**src/rtl/n100_icb_stall_gen.sv**
```systemverilog
// Multi-channel ICB command stall injector: per-channel Galois LFSR or periodic/burst
// back-pressure with a hard cap on consecutive stalled-valid cycles. Optional
// per-channel statistics counters are built when N100_STALL_GEN_STATS_EN is defined.
module n100_icb_stall_gen #(
  parameter int                CH_NUM = 3,
  parameter int                LFSR_W = 16,
  parameter logic [LFSR_W-1:0] SEED   = 16'hACE1,
  parameter int                RUN_W  = 4,
  parameter int                CNT_W  = 32
) (
  input  logic                    sys_clk,
  input  logic                    sys_rst,
  input  logic [CH_NUM-1:0]       cfg_en,
  input  logic [1:0]              cfg_mode,
  input  logic [7:0]              cfg_density,
  input  logic [RUN_W-1:0]        cfg_max_run,
  input  logic [7:0]              cfg_period,
  input  logic [CH_NUM-1:0]       icb_cmd_valid,
  output logic [CH_NUM-1:0]       stall_o,
  output logic [CH_NUM-1:0]       starve_o,
  output logic [CH_NUM*CNT_W-1:0] stall_cnt_o
);

  typedef enum logic [1:0] {
    MODE_OFF      = 2'd0,
    MODE_RANDOM   = 2'd1,
    MODE_PERIODIC = 2'd2,
    MODE_BURST    = 2'd3
  } mode_e;

  // x^16+x^14+x^13+x^11+1 for the 16-bit build; other widths fall back to a two-tap polynomial
  localparam logic [LFSR_W-1:0] TAPS = (LFSR_W == 16) ? LFSR_W'(16'hB400)
                                                       : (LFSR_W'(3) << (LFSR_W - 2));

  logic [7:0] r_frm;
  logic       w_frm_req;
  logic       w_max_zero;

  always_ff @(posedge sys_clk) begin
    if (sys_rst) begin
      r_frm <= '0;
    end else if (r_frm >= cfg_period) begin
      r_frm <= '0;
    end else begin
      r_frm <= r_frm + 8'd1;
    end
  end

  always_comb begin
    w_frm_req  = 32'(r_frm) < 32'(cfg_max_run);
    w_max_zero = (cfg_max_run == '0);
  end

  for (genvar i = 0; i < CH_NUM; i++) begin : g_ch
    localparam logic [15:0]       MIX     = 16'(i * 32'h9E37);
    localparam logic [LFSR_W-1:0] RAW     = SEED ^ LFSR_W'(MIX);
    localparam logic [LFSR_W-1:0] CH_SEED = (RAW == '0) ? LFSR_W'(1) : RAW;

    logic [LFSR_W-1:0] r_lfsr;
    logic [RUN_W-1:0]  r_run;
    logic              r_stall;
    logic              r_starve;
    logic              w_req;
    logic              w_arm;
    logic              w_cap;
    logic [RUN_W-1:0]  w_run_inc;

    // The cap counts the current stalled-valid cycle, so exactly cfg_max_run stalls pass before release
    always_comb begin
      w_req = 1'b0;
      case (mode_e'(cfg_mode))
        MODE_OFF:      w_req = 1'b0;
        MODE_RANDOM:   w_req = (r_lfsr[7:0] < cfg_density);
        MODE_PERIODIC: w_req = w_frm_req;
        MODE_BURST:    w_req = 1'b1;
        default:       w_req = 1'b0;
      endcase
      w_run_inc = r_run + RUN_W'(r_stall & icb_cmd_valid[i]);
      w_cap     = (w_run_inc >= cfg_max_run);
      w_arm     = cfg_en[i] & w_req & ~w_max_zero;
    end

    always_ff @(posedge sys_clk) begin
      if (sys_rst) begin
        r_lfsr   <= CH_SEED;
        r_run    <= '0;
        r_stall  <= 1'b0;
        r_starve <= 1'b0;
      end else begin
        r_lfsr   <= (r_lfsr >> 1) ^ (r_lfsr[0] ? TAPS : '0);
        r_stall  <= w_arm & ~w_cap;
        r_starve <= w_arm & w_cap;
        if (!cfg_en[i] || !r_stall || w_cap) begin
          r_run <= '0;
        end else begin
          r_run <= w_run_inc;
        end
      end
    end

    assign stall_o[i]  = r_stall;
    assign starve_o[i] = r_starve;

`ifdef N100_STALL_GEN_STATS_EN
    logic [CNT_W-1:0] r_cnt;

    always_ff @(posedge sys_clk) begin
      if (sys_rst) begin
        r_cnt <= '0;
      end else if (r_stall && icb_cmd_valid[i] && !(&r_cnt)) begin
        r_cnt <= r_cnt + CNT_W'(1);
      end
    end

    assign stall_cnt_o[i*CNT_W +: CNT_W] = r_cnt;
`endif
  end

`ifndef N100_STALL_GEN_STATS_EN
  assign stall_cnt_o = '0;
`endif

endmodule

```
**config.mk**
```make
export PLATFORM = sky130hd
export DESIGN_NAME = n100_icb_stall_gen
export DESIGN_NICKNAME = d
export VERILOG_FILES = /design/src/rtl/n100_icb_stall_gen.sv
export SDC_FILE = /design/constraint.sdc
export NUM_CORES = 1
export LEC_CHECK = 0
export ABC_AREA = 1
export CAP_MARGIN = 20
export CELL_PAD_IN_SITES_DETAIL_PLACEMENT = 0
export CELL_PAD_IN_SITES_GLOBAL_PLACEMENT = 1
export CORE_MARGIN = 10
export CORE_UTILIZATION = 50
export CTS_CLUSTER_SIZE = 40
export DETAILED_ROUTE_END_ITERATION = 8
export DONT_BUFFER_PORTS = 1
export PLACE_DENSITY = 0.83
export RECOVER_POWER = 50
export SLEW_MARGIN = 20
export SYNTH_ARGS = -nofsm -noshare
export SYNTH_HDL_FRONTEND = slang
export SYNTH_SLANG_ARGS = --single-unit
```
**constraint.sdc**
```tcl
create_clock -name sys_clk -period 3.1 [get_ports sys_clk]
set_clock_uncertainty 0.15 [all_clocks]
set_input_delay 0.31 -clock sys_clk [delete_from_list [all_inputs] [get_ports sys_clk]]
set_output_delay 0.31 -clock sys_clk [all_outputs]
set_load 0.1 [all_outputs]
```
* After elaboration in Yosys (flattened, before gate mapping)
Cells that the tools add are included.
** Operators by class
- Add/subtract/negate cells :: 4
- Order comparisons :: 8
- Eq/ne operators :: 3
- Muxes and demuxes :: 6
- Bitwise gates (word level) :: 22
- Reduce and logical (&&, ||, !) cells :: 18
** Operators by type and width (number)
- $mux 16 :: 3
- $xor 15x16->16 :: 3
- $lt 8x8->1 :: 3
- $and 1x1->1 :: 15
- $add 4x1->4 :: 3
- $ge 4x4->1 :: 3
- $pmux 1 s4 :: 3
- $add 8x1->8 const B :: 1
- $ge 8x8->1 :: 1
- $lt 8x4->1 :: 1
- $reduce_or 2->1 :: 4
- $logic_not 1->1 :: 6
- $logic_or 1x1->1 :: 6
- $eq 2x2->1 const B :: 2
- $logic_not 4->1 :: 1
- $not 1->1 :: 4
- $eq 2x1->1 const B :: 1
- $logic_not 2->1 :: 1
** Word-level totals
- Bits in registers :: 74
- Input port bits :: 30
- Word-level logic and storage cells :: 74

* Longest topological paths before layout
Gate-level depths: netlist of run 1.
- Depth after elaboration :: 5
- Depth in mapped cells :: 11

* Worst setup path before layout of run 1
No wires, ideal clock.
- Path type :: register to register
- From :: register g_ch[2].r_stall
- To :: register g_ch[2].r_run[0]
- Arrival :: 1.717 ns
- Path slack :: 1.141 ns
- Cell stages (with the launch flop) :: 11
- Cell sequence :: dfxtp_1 -> nand2_1 -> inv_1 -> ha_1 -> nand3_1 -> xor2_1 -> inv_1 -> ha_1 -> a21oi_1 -> nand4_4 -> nor4_1
** Between the ends
- Cells in the longest elaborated chain, start to end :: 5
- Elaborated cells between the ends (all ways) :: 7
** RTL lines
- start, declared :: line 61 : logic r_stall;
- start signal, assigned :: line 91 : r_stall <= w_arm & ~w_cap;
- $and 1x1->1 :: line 78 : w_run_inc = r_run + RUN_W'(r_stall & icb_cmd_valid[i]);
- $add 4x1->4 :: line 78
- net g_ch[2].w_run_inc[3] :: line 66 : logic [RUN_W-1:0] w_run_inc;
- $ge 4x4->1 :: line 79 : w_cap = (w_run_inc >= cfg_max_run);
- $logic_or 1x1->1 :: line 93 : if (!cfg_en[i] || !r_stall || w_cap) begin
- $reduce_or 2->1 (no source line)
- end signal, assigned :: line 96 : r_run <= w_run_inc;
- end, declared :: line 60 : logic [RUN_W-1:0] r_run;
The timed path passes the listed nets, and every way through them passes these cells.
A chain may end at the register's enable or synchronous reset.

* Worst setup path after layout of run 1
- From :: register g_ch[2].r_stall
- To :: register g_ch[2].r_run[2]
The elaborated chain is that of the path after synthesis.

==> flow_summary.toml, run 1 <==
[power]
pwr-share-seq = 0.407
p_per_area_nw_per_um2 = 583.0
leakagePower_nw = 2.353
pwr-share-clk = 0.304
p_comb_frac = 0.289
ir_drop_mv = 0.3841
netSwitchingPower_mw = 1.055
p_sw_frac = 0.4179
internal-power_mw = 1.470

[synthesis]
synthTopCellsByCount = "102 x buf_4, 82 x inv_1, 74 x dfxtp_1, 56 x nand2_1, 53 x nor2_1"
yosys.area.top_type = "dfxtp_1"
syn_area_per_cell_um2 = 8.248
synth_cell_types = 29
ys_ff_latch = 74
synth_ff_type = "dfxtp_1"
ys_seq_area_frac = 0.3376
synth-edff-count = 0
ys_async_sr_fraction = 0
yosysTopAreaCellShare = 0.3376
synth_most_common_cell = "buf_4"
synth_area_leaders = "dfxtp_1 34%, buf_4 17%, ha_1 15%"
ys_warn_count = 0
syn_area_um2 = 4388
syn_inst = 532

[layout]
nFillCells = 857
final_util = 0.5016
area_delta_synth_final_pct = -1.283
num_antenna_cells = 0
final_cell_area_um2 = 4332
final_nets = 615
drive_gt1_frac = 0.08720

[sta]
finalMaxSlewViolations = 0
finalSetupViolCount = 0
rsz0062_at_grt = "false"
fmax_mhz = 457.9
finalCriticalPeriod_ns = 2.184
relSlewSlack = 0.3695
hold_violations = 0
tightest_slew_ns = 0.9445
post-route-period-util = 0.7045
tns_ns = 0

[setup_path]
cp.required_ns = 3.20
crit_type = "flop to flop"
end_kind = "flop"
r2r_slack_ns = 0.92
cp_cell_sequence = "nand2_1 -> inv_1 -> ha_1 -> nand3_1 -> xor2_1 -> inv_1 -> ha_1 -> a21oi_1 -> nand4_4 -> nor4_1"
cp-start-kind = "flop"
cp.arrival_ns = 2.29
crit_fanout = 5
max_stage_delay_ns = 0.32
cp_slowest_cell = "dfxtp_1"

[clock_network]
numCtsBuffers = 9
cts-htree-levels = 3
cts.sinks = 74
cts_tree = "done"
cts_root_buffer = "clkbuf_8"
cts_setup_buffers = 0
clockBufferDepth = 2
clk-insertion-delay-late_ns = 0.34
clk_pin_slew_ns = 0.08

[routing]
first_iter_violations = 78
wl_per_cell_um = 11.79
wirelength_um = 7626
drc = 0
first_pass_iters = 4
via_count = 2794
viasPerCell = 4.318
postRouteAntennaNets = 0

[placed_design]
placed_area_um2 = 4105
hpwlAfterDp_um = 6224
globalplace.congestion = 0.7830
io_buffers = 0

[global_routing]
grt_pass1_vias = 2739
grt_pass1_wl_um = 12790
antenna_found_initial = 0
grt_util_all_layers = 0.1183
gr-total-overflow = 0
grt_max_degree = 45

[worst_hold_path]
worstHoldPathType = "input pin to flop"

[outcome]
status = "finished, final reports clean"

[die]
io_pins = 132
dieArea_um2 = 12920
die_w_um = 113.7
start_util = 0.5081
core_area_um2 = 8636
rows = 34
die_h_um = 113.7

[flow_run]
cap_violations = 0
[timing repair]
item / 4_1_cts / 5_1_grt
gates resized for setup: 0 / 0
hold endpoints to repair: 44 / 0
hold buffers: 1 / 0
[metal layers]
metal | track usage | vias up | part of all wire
met5 | 0 | - | 0
met4 | 0.03130 | 0 | 0.0047
met3 | 0.05669 | 2 | 0.081
met2 | 0.2069 | 57 | 0.52
met1 | 0.1241 | 1265 | 0.40
li1 | - | 1470 | -
[registers in the layout (all words and copies together) (netlist names)]
name	cells
r_frm	8
g_ch.r_run	12
g_ch.r_starve	3
g_ch.r_lfsr	48
g_ch.r_stall	3
[layout make-up]
class,count,area [um^2],area share
flip-flops and latches,74,1481,0.3420
multi-input cells,361,2151,0.4965
well taps,108,135.1,0.03120
clock buffers,9,123.9,0.02860
repair buffers,4,42.54,0.009821
clock inverters,7,82.58,0.01906
inverters,84,315.3,0.07279
[placed cells by master (no fill, tap or decap), drive strengths merged, types with 7 or more instances in the layout]
cell and instances:
a21oi 15, clkbuf 9, conb 96, dfxtp 74, ha 51, inv 88
nand2 56, nand3 13, nand4 11, nor2 55, nor4 13, o21ai 7
or2 16, xnor2 11, xor2 7
[critical path, delay by kind of cell (launching register included)]
| family | cells | cell delay [ns] |
|---|---|---|
| DFF | 1 | 0.32 |
| buffers and inverters | 2 | 0.11 |
| xor gates and xnor gates | 1 | 0.19 |
| AOI/OAI and AO/OA | 1 | 0.32 |
| adders and majority gates | 2 | 0.49 |
| and+or+nand+nor | 4 | 0.51 |
[power by group through the flow]
stage               sequential [mW]  combinational, mW  clock, mW
floorplan                      1.04              0.786          0
global placement               1.05              0.705          0
detailed placement             1.05              0.714          0
CTS                            1.03              0.726      0.799
global route                   1.03              0.776      0.833
finish                         1.03              0.730      0.769
[per-stage QoR]
step	power, mW	hold WS [ns]	setup slack [ns]	std cells
2_1_floorplan	1.824	0.2383	1.141	627
3_3_place_gp	1.754	0.2395	1.032	630
3_5_place_dp	1.763	0.2417	0.9367	630
4_1_cts	2.552	0.01410	0.9023	647
5_1_grt	2.643	0.01723	0.6828	647
6_report	2.525	0.03698	0.9160	647
[cell families after synthesis]
logic type                 after synthesis  synth area share
DFF                                     74            0.3376
xor gates and xnor gates                18           0.03593
AOI/OAI and AO/OA                       26           0.03307
adders and majority gates               51            0.1454
and+or+nand+nor                        170            0.1936
other                                    1         0.0008546
buffers and inverters                  192            0.2535
[path summary, 6_finish.rpt]
| check | start | endpoint | cells after the start |
|---|---|---|---|
| setup / recovery | g_ch[2].r_stall | g_ch[2].r_run[2] | 10 |
| hold / removal | cfg_en[0] | g_ch[0].r_run[1] | 2 |
| setup reg to reg | g_ch[2].r_stall | g_ch[2].r_run[2] | 10 |
| hold reg to reg | g_ch[0].r_lfsr[15] | g_ch[0].r_lfsr[14] | 2 |
(Power assumes the default switching activity.)
==> run 2: changes to the inputs <==
Settings changed: ABC_AREA 1 to 0, CORE_UTILIZATION 50 to 48, PLACE_DENSITY 0.83 to 0.78.
Clock period 3.1 ns to 2.2 ns, I/O delays scaled along.
==> run 2 against run 1 <==
Net effect:
- the flow now finishes with violations (setup timing)
- total power rose by 38%
- worst hold slack got worse by 0.027 ns
- die area rose by 0.71%
- synthesized area fell by 3.2%
- first-iteration DRC count fell by 3.8%
- combinational power rose by 49%
- critical endpoint is now g_ch[1].r_run[2]
- largest cell class unchanged
- largest power group unchanged
==> flow_summary.toml, run 2 <==
[outcome]
status = "finished with violations"
violations = "setup timing"

[synthesis]
synth_area_leaders = "dfxtp_1 35%, buf_4 18%, ha_1 15%"
synth_most_common_cell = "buf_4"
synthTopCellsByCount = "102 x buf_4, 74 x dfxtp_1, 51 x ha_1, 22 x inv_1, 22 x nor2b_1"
ys_async_sr_fraction = 0
syn_inst = 438
syn_area_um2 = 4249
ys_warn_count = 0
synth-edff-count = 0
syn_area_per_cell_um2 = 9.701
ys_seq_area_frac = 0.3486
ys_ff_latch = 74
yosysTopAreaCellShare = 0.3486
yosys.area.top_type = "dfxtp_1"
synth_ff_type = "dfxtp_1"
synth_cell_types = 37

[setup_path]
crit_family = "compound AO/OA/AOI/OAI gates"
max_stage_delay_ns = 0.36
cp_slowest_cell = "a2111oi_4"
cp.arrival_ns = 2.36
cp_common_cell = "ha_4"
reg2reg_from = "g_ch[1].r_stall"
end_kind = "flop"
crit_fanout = 4
cp.required_ns = 2.34
cp_cell_sequence = "and2_4 -> ha_4 -> inv_4 -> ha_4 -> nand2b_4 -> a21o_1 -> a21o_2 -> a2111oi_4 -> and2_1"
crit_buf_inv = 1
crit_start = "g_ch[1].r_stall"
cp-start-kind = "flop"
crit_type = "flop to flop"

[routing]
first_iter_violations = 75
wirelength_um = 7648
first_pass_iters = 4
wl_per_cell_um = 13.61
postRouteAntennaNets = 0
via_count = 2476
drc = 0
viasPerCell = 4.406

[die]
io_pins = 132
core_area_um2 = 8678
die_w_um = 114.1
start_util = 0.4896
die_h_um = 114.1
rows = 34
dieArea_um2 = 13020

[global_routing]
grt_util_all_layers = 0.1180
antenna_found_initial = 0
gr-total-overflow = 0
grt_pass1_vias = 2604
grt_max_degree = 53
grt_pass1_wl_um = 12540

[layout]
num_antenna_cells = 0
final_cell_area_um2 = 4506
layout_common_cells = "96 x conb_1, 71 x dfxtp_1, 39 x ha_1, 22 x nor2b_1, 19 x inv_1"
regMostFlops = "g_ch.r_lfsr"
final_nets = 530
final_util = 0.5192
drive_gt1_frac = 0.2115
top_regs = "g_ch.r_lfsr x48, g_ch.r_run x12, r_frm x8"
area_delta_synth_final_pct = 6.036
layout_commonest_cell = "conb_1"
largest_register_ffs = 48
instances_no_fill = 562
nFillCells = 820

[clock_network]
cts.sinks = 74
cts_tree = "done"
numCtsBuffers = 9
clockBufferDepth = 2
cts_root_buffer = "clkbuf_8"
clk_pin_slew_ns = 0.08
clk-insertion-delay-late_ns = 0.34
cts-htree-levels = 3

[placed_design]
hpwlAfterDp_um = 5949
dpl.cell_count = 540
io_buffers = 0
globalplace.congestion = 0.7908
placed_area_um2 = 4041

[sta]
finalSetupViolCount = 4
relSlewSlack = 0.6047
rsz0062_at_grt = "true"
finalMaxSlewViolations = 0
post-route-period-util = 1.009
finalCriticalPeriod_ns = 2.219
fmax_mhz = 450.6
tightest_slew_ns = 0.5894
hold_violations = 0
setup_ws_ns = -0.01908

[power]
ir_drop_mv = 0.4513
p_per_area_nw_per_um2 = 773.3
leakagePower_nw = 2.128

[worst_hold_path]
hold_start = "sys_rst"
worstHoldPathType = "input pin to flop"

[flow_run]
cap_violations = 0
==> run 2: cell count changes in the layout (fill, tap and decap cells not counted), moves of 6 or more <==
cell	change
inv_1	-63
nand2_1	-48
nor2_1	-36
nor2b_1	+22
ha_1	-12
ha_4	+12
nor4_1	-12
and2_1	+11
a21o_1	+9
a21oi_1	-9
nand2b_1	+9
o21ai_0	-7
buf_4	+6
nand4_1	-6
==> run 2: area by class of cell <==
type,count,area (um^2),share of cell area
Inverter,22,85.08,0.01888
Sequential cell,74,1485,0.3296
Multi-Input combinational cell,329,2501,0.5551
Tap cell,108,135.1,0.02999
Clock buffer,12,155.1,0.03443
Clock inverter,4,26.28,0.005832
Timing Repair Buffer,13,117.6,0.02610
==> run 2: stage by stage <==
step	hold WS [ns]	worst slack (ns)	TNS [ns]	power, mW
after global placement	0.1520	-0.05849	-0.6444	2.487
final	0.009556	-0.01908	-0.06992	3.484
after CTS	0.02728	-0.07625	-0.6792	3.507
after global routing	0.001046	-0.09108	-0.8275	3.645
after detailed placement	0.1531	-0.1254	-1.163	2.499
after floorplan	0.2395	0.01015	0	2.585
==> run 2: power breakdown <==
group / switching, mW / leakage [nW] / internal (mW)
registers: 0.0349 / 0.612 / 1.41
clock network: 0.486 / 0.0924 / 0.470
logic: 0.911 / 1.42 / 0.175
total: 1.43 / 2.13 / 2.05
==> run 2: repair_timing <==
item,in CTS,in global routing
resized for setup,27,6
pin swaps,28,17
endpoints found under the setup margin,12,20
setup buffers,0,2
endpoints found under the hold margin,66,0
hold buffers,4,0
==> run 2: routing by layer <==
metal / vias to the layer above / track usage / wire length (um)
met5: - / 0 / 0
met3: 5 / 0.04717 / 511
met4: 0 / 0.03258 / 52
met2: 63 / 0.2043 / 3969
li1: 1271 / - / -
met1: 1137 / 0.1305 / 3115
==> run 2: worst register-to-register path, stage by stage (launching register included) <==
cell       delay [ns]
dfxtp_2          0.32
and2_4           0.13
ha_4             0.27
inv_4            0.03
ha_4             0.19
nand2b_4         0.12
a21o_1           0.17
a21o_2           0.23
a2111oi_4        0.36
and2_1           0.17
==> run 2: worst paths after layout <==
path / to / slack [ns] / cells past startpoint
worst max register to register: g_ch[1].r_run[2] / -0.02 / 9
worst max-delay path: g_ch[1].r_run[2] / -0.02 / 9
worst min-delay path: r_frm[1] / 0.01 / 3
worst min register to register: g_ch[0].r_lfsr[7] / 0.26 / 1
==> run 2: kinds of logic after synthesis <==
logic type	synth area share
AND/OR/NAND/NOR	0.1726
AO/OA/AOI/OAI	0.07921
flip-flops	0.3486
XOR/XNOR	0.04329
buffers and inverters	0.2052
other	0.0008825
adder cells (fa/ha/maj)	0.1502
==> run 3: changes to the inputs <==
Settings changed: CAP_MARGIN 20 to unset, PLACE_DENSITY 0.78 to unset, PLACE_DENSITY_LB_ADDON set to 0.1.
==> run 3 against run 2 <==
Net effect:
- the flow still finishes with violations (setup timing)
- worst setup slack gained 0.0070 ns
- largest power group unchanged
- worst hold slack gained 0.0082 ns
- largest cell class unchanged
- combinational power hardly changed
- clock power decreased by 7.3%
- non-clock buffer count unchanged
- clock-buffer cell count is 2 lower
- sequential share of layout area increased by 0.18 points
- first-iteration DRC count decreased by 60%
- total power down 2.2%
- maximum frequency rose by 0.31%
- cell count down 0.18%
- utilization decreased by 0.29 points
==> flow_summary.toml, run 3 (synthesized netlist as in run 2, its figures left out) <==
[outcome]
status = "finished with violations"
violations = "setup timing"

[die]
rows = 34
start_util = 0.4896
dieArea_um2 = 13020
io_pins = 132
die_w_um = 114.1
die_h_um = 114.1
core_area_um2 = 8678

[global_routing]
grt_pass1_vias = 2462
grt_max_degree = 53
gr-total-overflow = 0
grt_util_all_layers = 0.1129
grt_pass1_wl_um = 11940
antenna_found_initial = 0

[setup_path]
cp-start-kind = "flop"
reg2reg_depth = 9
crit_fanout = 4
end_kind = "flop"
crit_type = "flop to flop"
r2r-end = "g_ch[1].r_run[2]"
cp.required_ns = 2.34
reg2reg_from = "g_ch[1].r_stall"
cp.arrival_ns = 2.35
r2r_slack_ns = -0.01

[clock_network]
cts.sinks = 74
numCtsBuffers = 9
clk-insertion-delay-late_ns = 0.34
clockBufferDepth = 2
cts_root_buffer = "clkbuf_8"
cts-htree-levels = 3
cts_tree = "done"
clk_pin_slew_ns = 0.07

[power]
leakagePower_nw = 2.121
p_per_area_nw_per_um2 = 760.8
power_mw = 3.409
ir_drop_mv = 0.4743

[routing]
first_pass_iters = 4
via_count = 2401
wirelength_um = 7527
wl_per_cell_um = 13.42
drc = 0
viasPerCell = 4.280
postRouteAntennaNets = 0
first_iter_violations = 30

[sta]
fmax_mhz = 452.1
rsz0062_at_grt = "true"
finalMaxSlewViolations = 0
hold_slack_ns = 0.01776
finalCriticalPeriod_ns = 2.212
post-route-period-util = 1.006
finalSetupViolCount = 4
tightest_slew_ns = 0.5991
setup_ws_ns = -0.01212
hold_violations = 0
relSlewSlack = 0.5950

[placed_design]
globalplace.congestion = 0.7286
dpl.cell_count = 541
hpwlAfterDp_um = 5900
io_buffers = 0

[flow_run]
cap_violations = 0

[layout]
layout_commonest_cell = "conb_1"
layout_common_cells = "96 x conb_1, 71 x dfxtp_1, 39 x ha_1, 22 x nor2b_1, 19 x inv_1"
top_regs = "g_ch.r_lfsr x48, g_ch.r_run x12, r_frm x8"
drive_gt1_frac = 0.2075
area_delta_synth_final_pct = 5.448
largest_register_ffs = 48
final_util = 0.5163
regMostFlops = "g_ch.r_lfsr"
final_nets = 530
nFillCells = 808
num_antenna_cells = 0
instances_no_fill = 561

[worst_hold_path]
whs_path_depth = 3
hold_start = "sys_rst"
worstHoldPathType = "input pin to flop"
whs_endpoint = "r_frm[1]"
run 3: changes by cell type in the layout (fill, tap and decap cells not counted), sizes merged:
cell      change
clkbuf        -2
clkinvlp      -1
clkinv        +2
run 3: repair_timing:
item | CTS | global route
pin swaps | 25 | 18
resized for setup | 27 | 5
hold buffers | 4 | 0
endpoints found under the setup margin | 12 | 20
buffers inserted | 0 | 1
endpoints found under the hold margin | 66 | 0
run 3: worst max path at each step:
stage | from | endpoint | slack (ns) | cells after the start
floorplan | g_ch[1].r_stall | g_ch[1].r_run[0] | 0.01 | 8
global placement | g_ch[0].r_stall | g_ch[0].r_run[0] | -0.09 | 8
detailed placement | g_ch[0].r_stall | g_ch[0].r_run[2] | -0.12 | 8
CTS | g_ch[0].r_stall | g_ch[0].r_run[2] | -0.08 | 9
global route | g_ch[0].r_stall | g_ch[0].r_run[3] | -0.09 | 9
finish | g_ch[1].r_stall | g_ch[1].r_run[2] | -0.01 | 9
run 3: layer usage:
metal  up-vias  global-route usage  share of wire
li1       1269                   -              -
met1      1070              0.1224           0.41
met4         0             0.03175         0.0086
met5         -                   0              0
met2        56              0.1948           0.50
met3         6             0.04979          0.073
run 3: critical path, stage by stage (launching register included):
cell,delay [ns]
dfxtp_2,0.33
and2_4,0.14
ha_4,0.27
inv_4,0.03
ha_4,0.19
nand2b_4,0.12
a21o_1,0.16
a21o_2,0.23
a2111oi_4,0.35
and2_1,0.18
run 3: where the power goes:
part / leakage [nW] / switching [mW] / internal, mW
registers: 0.612 / 0.0336 / 1.41
clock network: 0.0859 / 0.484 / 0.401
logic: 1.42 / 0.907 / 0.175
run 3: cell type report:
cell class	instances	area, um^2	share of cell area
Clock buffer	10	127.6	0.02848
Clock inverter	5	32.53	0.007261
Sequential cell	74	1485	0.3315
Multi-Input combinational cell	329	2497	0.5574
Inverter	22	85.08	0.01899
Timing Repair Buffer	13	117.6	0.02625
Tap cell	108	135.1	0.03016
run 3: stage by stage:
stage / area [um^2] / setup slack, ns / TNS, ns
5_1_grt: 4481 / -0.08956 / -0.7763
6_report: 4481 / -0.01212 / -0.02247
3_5_place_dp: 4049 / -0.1195 / -1.081
4_1_cts: 4443 / -0.07602 / -0.5899
2_1_floorplan: 4643 / 0.01015 / 0
3_3_place_gp: 4049 / -0.08720 / -0.8139
